**src/rtl/mccp_pkg.sv**
```systemverilog
// rtl/mccp_pkg.sv - shared constants for the MCCP decode/ALU front end
// Purpose: flag bit indices, ALU opcodes, instruction class, mov type,
//          SYS sub-codes and condition codes, plus the suffix evaluator.
// Ports:   none (package).
package mccp_pkg;

  localparam int FLAG_CF = 0;
  localparam int FLAG_SF = 1;
  localparam int FLAG_OF = 2;
  localparam int FLAG_ZF = 3;

  typedef enum logic [3:0] {
    ALU_ADD  = 4'd0,
    ALU_ADC  = 4'd1,
    ALU_SUB  = 4'd2,
    ALU_SBB  = 4'd3,
    ALU_MUL  = 4'd4,
    ALU_AND  = 4'd5,
    ALU_OR   = 4'd6,
    ALU_XOR  = 4'd7,
    ALU_NOT  = 4'd8,
    ALU_SHL  = 4'd9,
    ALU_SHR  = 4'd10,
    ALU_SAR  = 4'd11,
    ALU_INC  = 4'd12,
    ALU_DEC  = 4'd13,
    ALU_CMP  = 4'd14,
    ALU_PASS = 4'd15
  } alu_op_e;

  typedef enum logic [1:0] {
    CLS_ALU = 2'b00,
    CLS_MOV = 2'b01,
    CLS_MEM = 2'b10,
    CLS_SYS = 2'b11
  } instr_class_e;

  localparam logic [2:0] MOV_REG  = 3'b000;
  localparam logic [2:0] MOV_L    = 3'b001;
  localparam logic [2:0] MOV_H    = 3'b010;
  localparam logic [2:0] MOV_F    = 3'b011;
  localparam logic [2:0] MOV_JUMP = 3'b111;

  localparam logic [1:0] SYS_INT   = 2'b00;
  localparam logic [1:0] SYS_STACK = 2'b01;

  typedef enum logic [2:0] {
    COND_AL    = 3'd0,
    COND_Z     = 3'd1,
    COND_NZ    = 3'd2,
    COND_LT    = 3'd3,
    COND_GE    = 3'd4,
    COND_C     = 3'd5,
    COND_NC    = 3'd6,
    COND_CORE0 = 3'd7
  } cond_e;

  function automatic logic cond_met(input logic [2:0] cond, input logic [3:0] fl,
                                    input logic core0);
    logic ok;
    ok = 1'b0;
    case (cond_e'(cond))
      COND_AL:    ok = 1'b1;
      COND_Z:     ok = fl[FLAG_ZF];
      COND_NZ:    ok = !fl[FLAG_ZF];
      COND_LT:    ok = fl[FLAG_SF] != fl[FLAG_OF];
      COND_GE:    ok = fl[FLAG_SF] == fl[FLAG_OF];
      COND_C:     ok = fl[FLAG_CF];
      COND_NC:    ok = !fl[FLAG_CF];
      COND_CORE0: ok = core0;
      default:    ok = 1'b0;
    endcase
    return ok;
  endfunction

endpackage

```
**src/rtl/decode_alu_unit_alu.sv**
```systemverilog
// rtl/decode_alu_unit_alu.sv - registered 32-bit ALU (module alu_unit)
// Purpose: computes result and CF/SF/OF/ZF for the decoded opcode and latches
//          them, with the destination register code, when en is high.
// Ports:   clk, rst (async, active high); en; opcode; op1_code; a, b operand
//          values; cin; result, result_flags, dest_out registered outputs.
module alu_unit
  import mccp_pkg::*;
#(
  parameter int WIDTH       = 32,
  parameter int FLAGS       = 4,
  parameter int OPCODE      = 4,
  parameter int REGS_CODING = 3
) (
  input  logic                   clk,
  input  logic                   rst,
  input  logic                   en,
  input  logic [OPCODE-1:0]      opcode,
  input  logic [REGS_CODING-1:0] op1_code,
  input  logic [WIDTH-1:0]       a,
  input  logic [WIDTH-1:0]       b,
  input  logic                   cin,
  output logic [WIDTH-1:0]       result,
  output logic [FLAGS-1:0]       result_flags,
  output logic [REGS_CODING-1:0] dest_out
);

  localparam int SHW = $clog2(WIDTH);

  logic [WIDTH-1:0]       result_d, result_q;
  logic [FLAGS-1:0]       flags_d, flags_q;
  logic [REGS_CODING-1:0] dest_d, dest_q;

  logic             arith, sub_op, carry;
  logic [WIDTH-1:0] bx, res;
  logic [WIDTH:0]   wide;
  logic [SHW-1:0]   sh;

  // All add/subtract flavours share one adder: inc/dec reuse it with b=1,
  // and cmp keeps op1 as the result while flags come from the difference.
  always_comb begin
    arith  = 1'b0;
    sub_op = 1'b0;
    carry  = 1'b0;
    bx     = b;
    res    = '0;
    sh     = b[SHW-1:0];
    case (alu_op_e'(opcode))
      ALU_ADD:  arith = 1'b1;
      ALU_ADC:  begin arith = 1'b1; carry = cin; end
      ALU_SUB:  begin arith = 1'b1; sub_op = 1'b1; end
      ALU_SBB:  begin arith = 1'b1; sub_op = 1'b1; carry = cin; end
      ALU_INC:  begin arith = 1'b1; bx = {{(WIDTH-1){1'b0}}, 1'b1}; end
      ALU_DEC:  begin arith = 1'b1; sub_op = 1'b1; bx = {{(WIDTH-1){1'b0}}, 1'b1}; end
      ALU_CMP:  begin arith = 1'b1; sub_op = 1'b1; end
      ALU_MUL:  res = a * b;
      ALU_AND:  res = a & b;
      ALU_OR:   res = a | b;
      ALU_XOR:  res = a ^ b;
      ALU_NOT:  res = ~a;
      ALU_SHL:  res = a << sh;
      ALU_SHR:  res = a >> sh;
      ALU_SAR:  res = WIDTH'($signed(a) >>> sh);
      ALU_PASS: res = b;
      default:  res = '0;
    endcase

    // Bit WIDTH is carry out for additions and borrow for subtractions.
    if (sub_op) wide = {1'b0, a} - {1'b0, bx} - {{WIDTH{1'b0}}, carry};
    else        wide = {1'b0, a} + {1'b0, bx} + {{WIDTH{1'b0}}, carry};

    flags_d = '0;
    if (arith) begin
      res               = (alu_op_e'(opcode) == ALU_CMP) ? a : wide[WIDTH-1:0];
      flags_d[FLAG_CF]  = wide[WIDTH];
      flags_d[FLAG_OF]  = sub_op ? ((a[WIDTH-1] != bx[WIDTH-1]) && (wide[WIDTH-1] != a[WIDTH-1]))
                                 : ((a[WIDTH-1] == bx[WIDTH-1]) && (wide[WIDTH-1] != a[WIDTH-1]));
      flags_d[FLAG_SF]  = wide[WIDTH-1];
      flags_d[FLAG_ZF]  = (wide[WIDTH-1:0] == '0);
    end else begin
      flags_d[FLAG_SF]  = res[WIDTH-1];
      flags_d[FLAG_ZF]  = (res == '0);
    end

    result_d = en ? res : result_q;
    dest_d   = en ? op1_code : dest_q;
    if (!en) flags_d = flags_q;
  end

  always_ff @(posedge clk or posedge rst) begin
    if (rst) begin
      result_q <= '0;
      flags_q  <= '0;
      dest_q   <= '0;
    end else begin
      result_q <= result_d;
      flags_q  <= flags_d;
      dest_q   <= dest_d;
    end
  end

  assign result       = result_q;
  assign result_flags = flags_q;
  assign dest_out     = dest_q;

endmodule

```
**src/rtl/decode_alu_unit.sv**
```systemverilog
// rtl/decode_alu_unit.sv - registered MCCP instruction decoder plus ALU
// Purpose: decodes a long word or one 16-bit half on dec_en, evaluates the
//          condition suffix against flags, and drives the ALU sub-module.
// Ports:   clk, rst; dec_en, long_instr, instr_choose, flags, core_index in;
//          decoded strobes and fields out; alu_go, op1_data, op2_data, cin in;
//          result, result_flags, dest_out out.
module decode_alu_unit
  import mccp_pkg::*;
#(
  parameter int WIDTH       = 32,
  parameter int REGS_CODING = 3,
  parameter int FLAGS       = 4,
  parameter int OPCODE      = 4,
  parameter int MOV_CODE    = 3,
  parameter int CORE_NUM    = 2,
  parameter int INT_NUM     = 3
) (
  input  logic                   clk,
  input  logic                   rst,
  input  logic                   dec_en,
  input  logic [WIDTH-1:0]       long_instr,
  input  logic                   instr_choose,
  input  logic [FLAGS-1:0]       flags,
  input  logic [CORE_NUM-1:0]    core_index,
  output logic                   alu_en,
  output logic                   mem_en,
  output logic                   wren,
  output logic                   move_en,
  output logic                   interrupt,
  output logic                   write_stack_params,
  output logic                   suffix,
  output logic [OPCODE-1:0]      alu_opcode,
  output logic [MOV_CODE-1:0]    mov_type,
  output logic [WIDTH/2-1:0]     immediate,
  output logic [REGS_CODING-1:0] op1,
  output logic [REGS_CODING-1:0] op2,
  output logic [INT_NUM-1:0]     int_num,
  output logic [1:0]             stack_param_coding,
  output logic [REGS_CODING-1:0] stack_param_reg,
  input  logic                   alu_go,
  input  logic [WIDTH-1:0]       op1_data,
  input  logic [WIDTH-1:0]       op2_data,
  input  logic                   cin,
  output logic [WIDTH-1:0]       result,
  output logic [FLAGS-1:0]       result_flags,
  output logic [REGS_CODING-1:0] dest_out
);

  logic alu_en_d, alu_en_q, mem_en_d, mem_en_q, wren_d, wren_q;
  logic move_en_d, move_en_q, interrupt_d, interrupt_q;
  logic wsp_d, wsp_q, suffix_d, suffix_q;
  logic [OPCODE-1:0]      alu_opcode_d, alu_opcode_q;
  logic [MOV_CODE-1:0]    mov_type_d, mov_type_q;
  logic [WIDTH/2-1:0]     immediate_d, immediate_q;
  logic [REGS_CODING-1:0] op1_d, op1_q, op2_d, op2_q, spr_d, spr_q;
  logic [INT_NUM-1:0]     int_num_d, int_num_q;
  logic [1:0]             spc_d, spc_q;

  logic [15:0] h;
  logic [2:0]  cond;

  always_comb begin
    h    = instr_choose ? long_instr[15:0] : long_instr[31:16];
    cond = h[14:12];

    alu_en_d     = alu_en_q;
    mem_en_d     = mem_en_q;
    wren_d       = wren_q;
    move_en_d    = move_en_q;
    interrupt_d  = interrupt_q;
    wsp_d        = wsp_q;
    suffix_d     = suffix_q;
    alu_opcode_d = alu_opcode_q;
    mov_type_d   = mov_type_q;
    immediate_d  = immediate_q;
    op1_d        = op1_q;
    op2_d        = op2_q;
    int_num_d    = int_num_q;
    spc_d        = spc_q;
    spr_d        = spr_q;

    if (dec_en) begin
      // Every field not owned by the decoded class reads back as zero.
      alu_en_d     = 1'b0;
      mem_en_d     = 1'b0;
      wren_d       = 1'b0;
      move_en_d    = 1'b0;
      interrupt_d  = 1'b0;
      wsp_d        = 1'b0;
      alu_opcode_d = '0;
      mov_type_d   = '0;
      immediate_d  = '0;
      op1_d        = '0;
      op2_d        = '0;
      int_num_d    = '0;
      spc_d        = '0;
      spr_d        = '0;

      // Bit 31 marks a long movl/movh no matter which half was selected.
      if (long_instr[31]) begin
        cond        = long_instr[30:28];
        move_en_d   = 1'b1;
        mov_type_d  = long_instr[27] ? MOV_H : MOV_L;
        op1_d       = long_instr[26:24];
        immediate_d = long_instr[15:0];
      end else if (!h[15]) begin
        case (instr_class_e'(h[11:10]))
          CLS_ALU: begin
            alu_en_d     = 1'b1;
            alu_opcode_d = h[9:6];
            op1_d        = h[5:3];
            op2_d        = h[2:0];
          end
          CLS_MOV: begin
            move_en_d  = 1'b1;
            mov_type_d = h[9:7];
            op1_d      = h[5:3];
            op2_d      = h[2:0];
          end
          CLS_MEM: begin
            mem_en_d = 1'b1;
            wren_d   = h[9];
            op1_d    = h[5:3];
            op2_d    = h[2:0];
          end
          CLS_SYS: begin
            if (h[9:8] == SYS_INT) begin
              interrupt_d = 1'b1;
              int_num_d   = h[2:0];
            end else if (h[9:8] == SYS_STACK) begin
              wsp_d = 1'b1;
              spc_d = h[7:6];
              spr_d = h[2:0];
            end
          end
          default: ;
        endcase
      end

      suffix_d = cond_met(cond, flags, core_index == '0);
    end
  end

  always_ff @(posedge clk or posedge rst) begin
    if (rst) begin
      alu_en_q     <= 1'b0;
      mem_en_q     <= 1'b0;
      wren_q       <= 1'b0;
      move_en_q    <= 1'b0;
      interrupt_q  <= 1'b0;
      wsp_q        <= 1'b0;
      suffix_q     <= 1'b0;
      alu_opcode_q <= '0;
      mov_type_q   <= '0;
      immediate_q  <= '0;
      op1_q        <= '0;
      op2_q        <= '0;
      int_num_q    <= '0;
      spc_q        <= '0;
      spr_q        <= '0;
    end else begin
      alu_en_q     <= alu_en_d;
      mem_en_q     <= mem_en_d;
      wren_q       <= wren_d;
      move_en_q    <= move_en_d;
      interrupt_q  <= interrupt_d;
      wsp_q        <= wsp_d;
      suffix_q     <= suffix_d;
      alu_opcode_q <= alu_opcode_d;
      mov_type_q   <= mov_type_d;
      immediate_q  <= immediate_d;
      op1_q        <= op1_d;
      op2_q        <= op2_d;
      int_num_q    <= int_num_d;
      spc_q        <= spc_d;
      spr_q        <= spr_d;
    end
  end

  assign alu_en             = alu_en_q;
  assign mem_en             = mem_en_q;
  assign wren               = wren_q;
  assign move_en            = move_en_q;
  assign interrupt          = interrupt_q;
  assign write_stack_params = wsp_q;
  assign suffix             = suffix_q;
  assign alu_opcode         = alu_opcode_q;
  assign mov_type           = mov_type_q;
  assign immediate          = immediate_q;
  assign op1                = op1_q;
  assign op2                = op2_q;
  assign int_num            = int_num_q;
  assign stack_param_coding = spc_q;
  assign stack_param_reg    = spr_q;

  // The ALU executes against the decode currently held in the registers.
  alu_unit #(
    .WIDTH(WIDTH), .FLAGS(FLAGS), .OPCODE(OPCODE), .REGS_CODING(REGS_CODING)
  ) u_alu (
    .clk          (clk),
    .rst          (rst),
    .en           (alu_go && alu_en_q),
    .opcode       (alu_opcode_q),
    .op1_code     (op1_q),
    .a            (op1_data),
    .b            (op2_data),
    .cin          (cin),
    .result       (result),
    .result_flags (result_flags),
    .dest_out     (dest_out)
  );

endmodule

```
**config.mk**
```make
export PLATFORM = sky130hd
export DESIGN_NAME = decode_alu_unit
export DESIGN_NICKNAME = d
export VERILOG_FILES = /design/src/rtl/mccp_pkg.sv /design/src/rtl/decode_alu_unit_alu.sv /design/src/rtl/decode_alu_unit.sv
export SDC_FILE = /design/constraint.sdc
export NUM_CORES = 2
export LEC_CHECK = 0
export CAP_MARGIN = 20
export CORE_MARGIN = 10
export CORE_UTILIZATION = 25
export CTS_CLUSTER_DIAMETER = 40
export DETAILED_ROUTE_END_ITERATION = 16
export GPL_ROUTABILITY_DRIVEN = 0
export GPL_TIMING_DRIVEN = 0
export PLACE_DENSITY = 0.37
export SETUP_SLACK_MARGIN = 0.3
export SLEW_MARGIN = 15
export SYNTH_ARGS = -nofsm -noshare
export SYNTH_HDL_FRONTEND = slang
export SYNTH_SLANG_ARGS = --single-unit
```
**constraint.sdc**
```tcl
create_clock -name clk -period 7.1 [get_ports clk]
set_clock_uncertainty 0.1 [all_clocks]
set_input_delay 2.13 -clock clk [delete_from_list [all_inputs] [get_ports clk]]
set_output_delay 2.13 -clock clk [all_outputs]
set_load 0.05 [all_outputs]
```
# After elaboration in Yosys (flattened, before gate mapping)
# Index checks and enable logic that the tools add are counted.
[totals]
reg_bits = 83
latch_bits = 0
mem_bits_rw = 0
mem_bits_ro = 0
in_bits = 108
output_inout_bits = 83
elab_cells = 144
memories = 0
[classes]
n_addsub = 4
mul = 1
n_div = 0
n_lt_le_gt_ge = 0
n_eq_ne = 31
shifts = 3
n_mux = 66
bitwise = 4
n_reduce_logical = 17
[op_table]
columns = ["cell", "count"]
rows = [
  ["$pmux W32 S9", 1],
  ["$mux W32", 3],
  ["$logic_not A32 Y1", 2],
  ["$mux W3", 20],
  ["$add A32 B32 Y33", 1],
  ["$add A33 B1 Y33", 1],
  ["$mux W33", 1],
  ["$sub A32 B32 Y33", 1],
  ["$sub A33 B1 Y33", 1],
  ["$and A32 B32 Y32", 1],
  ["$eq A4 B4 Y1 const B", 8],
  ["$mul A32 B32 Y32", 1],
  ["$mux W16", 2],
  ["$not A32 Y32", 1],
  ["$or A32 B32 Y32", 1],
  ["$shl A32 B5 Y32", 1],
  ["$shr A32 B5 Y32", 1],
  ["$sshr A32 B5 Y32", 1],
  ["$xor A32 B32 Y32", 1],
  ["$mux W1", 29],
  ["$eq A4 B3 Y1 const B", 4],
  ["$eq A3 B3 Y1 const B", 4],
  ["$mux W2", 6],
  ["$mux W4", 3],
  ["other kinds (18)", 31],
]

# Longest topological paths before layout
[logic_depth]
ltp_word = 10
ltp_mapped = 34
mapped_depth_nobuf = 29

# By module
# From an unflattened synthesis, not the netlist that was laid out.
[unflattened]
hier_cells = 3683
area_unflattened_um2 = 29967.5
[by_module_without_submodules]
columns = ["module", "n_inst", "cells_each", "area_each_um2", "seq_area_each_um2"]
rows = [
  ["alu_unit", 1, 3521, 28030.6, 975.9],
  ["decode_alu_unit", 1, 162, 1936.9, 1101.1],
]

# Least setup slack after synthesis
# Ideal clock, no wire load.
[synth_timing]
kind = "input -> register"
startpoint = "input port op2_data[2]"
endpoint = "register u_alu.flags_q[3], in the netlist u_alu.result_flags[3]"
setup_ns = 0.132
arrival_ns = 9.994
t_required_ns = 6.868
path_slack_ns = -3.126
stages = 32
path_buffers = 5
cell_sequence = "inv_1 > buf_2 > buf_1 > clkbuf_1 > clkbuf_1 > nor2_1 > fa_1 > inv_1 > fa_1 > fa_1 > fa_1 > inv_1 > fa_1 > inv_1 > fa_1 > inv_1 > fa_1 > fa_1 > ha_1 > clkbuf_1 > a21oi_1 > o31ai_1 > a21oi_1 > o21bai_1 > nor2_1 > mux2_2 > and4b_1 > nand4_1 > nor4_1 > and4_1 > a41oi_1 > o32ai_1"
[synth_via]
elab_chain_cells = 6
word_cells_on_any_way = 17
classes_between = "add/sub (4); mul (1); shift (3); mux (4); bitwise (3); reduce/logical (2)"
[synth_lines]
columns = ["element", "line", "text"]
rows = [
  ["start, declared", "decode_alu_unit.sv:42", "input logic [WIDTH-1:0] op2_data,"],
  ["branches (longest 5 deep; another with $mul A32 B32 Y32)", "-", ""],
  ["$mux W1 *", "decode_alu_unit_alu.sv:72", "if (arith) begin"],
  ["end signal, assigned", "decode_alu_unit_alu.sv:96", "flags_q <= flags_d;"],
  ["end, declared", "decode_alu_unit_alu.sv:30", "logic [FLAGS-1:0] flags_d, flags_q;"],
]
# Every way passes the cells marked *.
# A chain may end at the register's enable or synchronous reset.

# Worst setup path in the final report
# Ends and elaborated chain as after synthesis.

==> metrics.txt <==
# TYPE chip_impl_metric gauge
chip_impl_metric{name="worst_skew_pair.late_latency",unit="ns"} 0.36
chip_impl_metric{name="synth.avg_cell_area",unit="um2"} 7.95
chip_impl_metric{name="yosys_register_bits",unit=""} 83
chip_impl_metric{name="design.die.area",unit="um2"} 134000
chip_impl_metric{name="layout.core_utilization",unit=""} 0.341
chip_impl_info{name="synth_top_cell_by_area",value="sky130_fd_sc_hd__fa_1"} 1
chip_impl_metric{name="cts-buffers-inserted",unit=""} 9
chip_impl_info{name="setup.worst_path.class",value="input pin to register"} 1
chip_impl_info{name="cell_chosen_for_the_clock_root",value="sky130_fd_sc_hd__clkbuf_16"} 1
chip_impl_info{name="run_status",value="finished with violations"} 1
chip_impl_metric{name="dp.final_hpwl",unit="um"} 148000
chip_impl_metric{name="synth_largest_type_area_fraction",unit=""} 0.275
chip_impl_metric{name="cts.sinks",unit=""} 83
chip_impl_info{name="critical_path.slowest_cell",value="sky130_fd_sc_hd__fa_1"} 1
chip_impl_info{name="synth-main-ff-cell",value="sky130_fd_sc_hd__dfrtp_1"} 1
chip_impl_metric{name="hold_buf_cts",unit=""} 0
chip_impl_metric{name="syn-cell-area",unit="um2"} 30000
chip_impl_metric{name="grt_start_max_net_pins",unit=""} 53
chip_impl_metric{name="worst_slew_pin_slew",unit="ns"} 1.25
chip_impl_metric{name="drc_errors",unit=""} 0
chip_impl_metric{name="cts.reportedPaths.clkPinSlew",unit="ns"} 0.07
chip_impl_metric{name="crit_path_max_fanout",unit=""} 6
chip_impl_metric{name="antenna_found_initial",unit=""} 10
chip_impl_metric{name="ios",unit=""} 191
chip_impl_metric{name="initialDrtViolationCount",unit=""} 3620
chip_impl_metric{name="drt-wirelength-per-cell",unit="um"} 33.1
chip_impl_metric{name="drive_gt1_frac",unit=""} 0.215
chip_impl_metric{name="wl",unit="um"} 191000
chip_impl_metric{name="die_y",unit="um"} 366
chip_impl_info{name="synth_area_leaders",value="sky130_fd_sc_hd__fa_1 (28%), sky130_fd_sc_hd__ha_1 (12%), sky130_fd_sc_hd__dfrtp_1 (6.9%)"} 1
chip_impl_metric{name="finalWorstSetupSlack",unit="ns"} -2.90
chip_impl_metric{name="first_global_vias",unit=""} 32400
chip_impl_metric{name="fmaxAchievable",unit="MHz"} 100
chip_impl_metric{name="final_min_period_over_clock_period",unit=""} 1.41
chip_impl_metric{name="finalMaxSlewViolations",unit=""} 0
chip_impl_metric{name="fin_crit",unit="ns"} 10.00
chip_impl_metric{name="largest_register_ff_count",unit=""} 32
chip_impl_metric{name="fill_cells",unit=""} 12600
chip_impl_metric{name="synth.distinct_cells",unit=""} 95
chip_impl_metric{name="final_nets",unit=""} 4970
chip_impl_metric{name="detail_route.first_pass.iterations",unit=""} 8
chip_impl_metric{name="initial_cell_density_of_the_core",unit=""} 0.253
chip_impl_metric{name="grtUsageTotal",unit=""} 0.274
chip_impl_metric{name="ff_latch_area",unit="um2"} 2080
chip_impl_info{name="cp_common_cell",value="sky130_fd_sc_hd__fa_2"} 1
chip_impl_metric{name="tightest_slew_margin_relative_to_the_limit",unit=""} 0.144
chip_impl_metric{name="rows",unit=""} 126
chip_impl_info{name="grt_setup_unrepaired",value="yes"} 1
chip_impl_metric{name="hold_violations",unit=""} 0
chip_impl_metric{name="areaGrowthSynthToFinish",unit="%"} 35.1
chip_impl_metric{name="timing.final.setup_violations",unit=""} 27
chip_impl_metric{name="multi_input_comb_area",unit="um2"} 27300
chip_impl_info{name="timing.critical_path.from_type",value="input pin"} 1
chip_impl_info{name="critPathCaptureType",value="register"} 1
chip_impl_info{name="hp-class",value="register to register"} 1
chip_impl_metric{name="core-area",unit="um2"} 119000
chip_impl_metric{name="yosysWarnings",unit=""} 0
chip_impl_metric{name="global_route.overflow_total",unit=""} 0
chip_impl_info{name="violations",value="negative setup slack"} 1
chip_impl_info{name="cts_tree",value="done"} 1
chip_impl_metric{name="io_buffers",unit=""} 189
chip_impl_metric{name="number_of_flops_mapped_to_enable_cells_by_yosys",unit=""} 0
chip_impl_metric{name="synth_seq_area_share",unit=""} 0.0693
chip_impl_metric{name="postSynthNetCount",unit=""} 4568
chip_impl_metric{name="worst-endpoint-required",unit="ns"} 7.26
chip_impl_metric{name="route.detailed.vias_per_inst",unit=""} 5.54
chip_impl_metric{name="x_dimension_of_the_die",unit="um"} 366
chip_impl_metric{name="vias",unit=""} 32000
chip_impl_metric{name="critPathMaxStageDelay",unit="ns"} 0.56
chip_impl_metric{name="worst-endpoint-arrival",unit="ns"} 10.16
chip_impl_metric{name="cts.htree.levels",unit=""} 3
chip_impl_metric{name="synth_async_sr_flop_share",unit=""} 1.00
chip_impl_metric{name="route.antenna.remaining_nets",unit=""} 0
chip_impl_metric{name="cts_max_path_buffers",unit=""} 2
chip_impl_metric{name="synthCells",unit=""} 3767
chip_impl_metric{name="grt_pass1_wl",unit="um"} 263000
chip_impl_metric{name="maxCapViolations",unit=""} 0
[per-layer routing]
layer	share of wire	vias up	track usage
li1	-	13300	-
met2	0.41	2044	0.406
met5	0.00024	-	0
met3	0.11	504	0.0817
met4	0.077	8	0.154
met1	0.40	16200	0.353
[what timing repair did]
action	CTS	global route
gates cloned	0	0
setup endpoints to repair	35	33
pin swaps	158	97
buffers inserted	164	29
gates resized for setup	960	214
[per-stage QoR]
stage                     setup WS [ns]  TNS [ns]  instance area, um2  hold slack (ns)  instances
final                             -2.90    -51.88               40500            0.392       5778
after global routing              -2.97    -54.99               40500            0.421       5775
after CTS                         -2.75    -48.57               39400            0.399       5742
after detailed placement          -6.14   -136.49               34700            0.371       5562
after global placement            -6.29   -158.88               34500            0.367       5556
after floorplan                   -2.03    -29.93               30700            0.647       3767
[logic make-up after synthesis]
logic type / share of synthesized area
AO/OA/AOI/OAI: 0.159
XOR/XNOR: 0.0380
adder cells (fa/ha/maj): 0.393
buffers and inverters: 0.102
flip-flops: 0.0693
multiplexers: 0.0710
AND/OR/NAND/NOR: 0.169
[cells in the final DEF (no fill, tap or decap), types with 29 or more instances in the layout]
cell type and instances:
sky130_fd_sc_hd__a21oi_1 111, sky130_fd_sc_hd__a31oi_1 57, sky130_fd_sc_hd__buf_12 30, sky130_fd_sc_hd__buf_4 176, sky130_fd_sc_hd__buf_6 51, sky130_fd_sc_hd__clkbuf_1 59
sky130_fd_sc_hd__clkbuf_16 56, sky130_fd_sc_hd__clkbuf_8 29, sky130_fd_sc_hd__clkdlybuf4s50_1 137, sky130_fd_sc_hd__dfrtp_1 83, sky130_fd_sc_hd__fa_1 374, sky130_fd_sc_hd__fa_2 38
sky130_fd_sc_hd__ha_1 241, sky130_fd_sc_hd__ha_4 38, sky130_fd_sc_hd__inv_1 491, sky130_fd_sc_hd__mux2i_1 75, sky130_fd_sc_hd__mux4_2 41, sky130_fd_sc_hd__nand2_1 414
sky130_fd_sc_hd__nand3_1 36, sky130_fd_sc_hd__nor2_1 462, sky130_fd_sc_hd__nor2_2 30, sky130_fd_sc_hd__nor2b_1 32, sky130_fd_sc_hd__nor3_1 29, sky130_fd_sc_hd__o211ai_1 34
sky130_fd_sc_hd__o21ai_0 127, sky130_fd_sc_hd__o22ai_1 48, sky130_fd_sc_hd__xnor2_1 95
[critical path: cells and delay by family]
family                   cells  cell delay [ns]
AO/OA/AOI/OAI                6             1.38
adder cells (fa/ha/maj)      9             4.30
buffers and inverters        9             0.89
AND/OR/NAND/NOR              6             1.40
[worst paths after layout]
kind / endpoint / from / cells past startpoint / slack (ns)
worst min-delay path: u_alu.result[3] / u_alu.result[3] / 2 / 0.39
max in group asynchronous: immediate[0] / rst / 3 / 4.23
worst min register to register: u_alu.result[3] / u_alu.result[3] / 2 / 0.39
worst max register to register: u_alu.result_flags[3] / alu_opcode[0] / 24 / -0.36
worst max-delay path: u_alu.result_flags[3] / op2_data[2] / 30 / -2.90
min in group asynchronous: u_alu.result[12] / rst / 2 / 2.03
[area by class of cell]
type / count / area share
Antenna cell: 4 / 0.000247
Buffer: 227 / 0.0681
Clock buffer: 9 / 0.00557
Clock inverter: 7 / 0.00164
Inverter: 562 / 0.0601
Multi-Input combinational cell: 2895 / 0.674
Sequential cell: 83 / 0.0513
Tap cell: 1600 / 0.0495
Timing Repair Buffer: 391 / 0.0898
[cells in the mapped netlist, types with 29 or more instances]
cell,count
sky130_fd_sc_hd__mux2i_1,78
sky130_fd_sc_hd__o22ai_1,49
sky130_fd_sc_hd__a31oi_1,61
sky130_fd_sc_hd__nand2_1,434
sky130_fd_sc_hd__nor3_1,40
sky130_fd_sc_hd__clkbuf_1,159
sky130_fd_sc_hd__dfrtp_1,83
sky130_fd_sc_hd__nor2_1,507
sky130_fd_sc_hd__ha_1,281
sky130_fd_sc_hd__fa_1,412
sky130_fd_sc_hd__a21oi_1,154
sky130_fd_sc_hd__xnor2_1,101
sky130_fd_sc_hd__o21ai_0,174
sky130_fd_sc_hd__xor2_1,29
sky130_fd_sc_hd__buf_1,36
sky130_fd_sc_hd__nand3_1,43
sky130_fd_sc_hd__o211ai_1,34
sky130_fd_sc_hd__mux2_2,29
sky130_fd_sc_hd__nor2b_1,34
sky130_fd_sc_hd__a211oi_1,29
sky130_fd_sc_hd__inv_1,538
sky130_fd_sc_hd__mux4_2,41
Power is left out: the tool's default activity adds up to more than one toggle a clock period on the data nets, which glitch-free logic cannot reach.
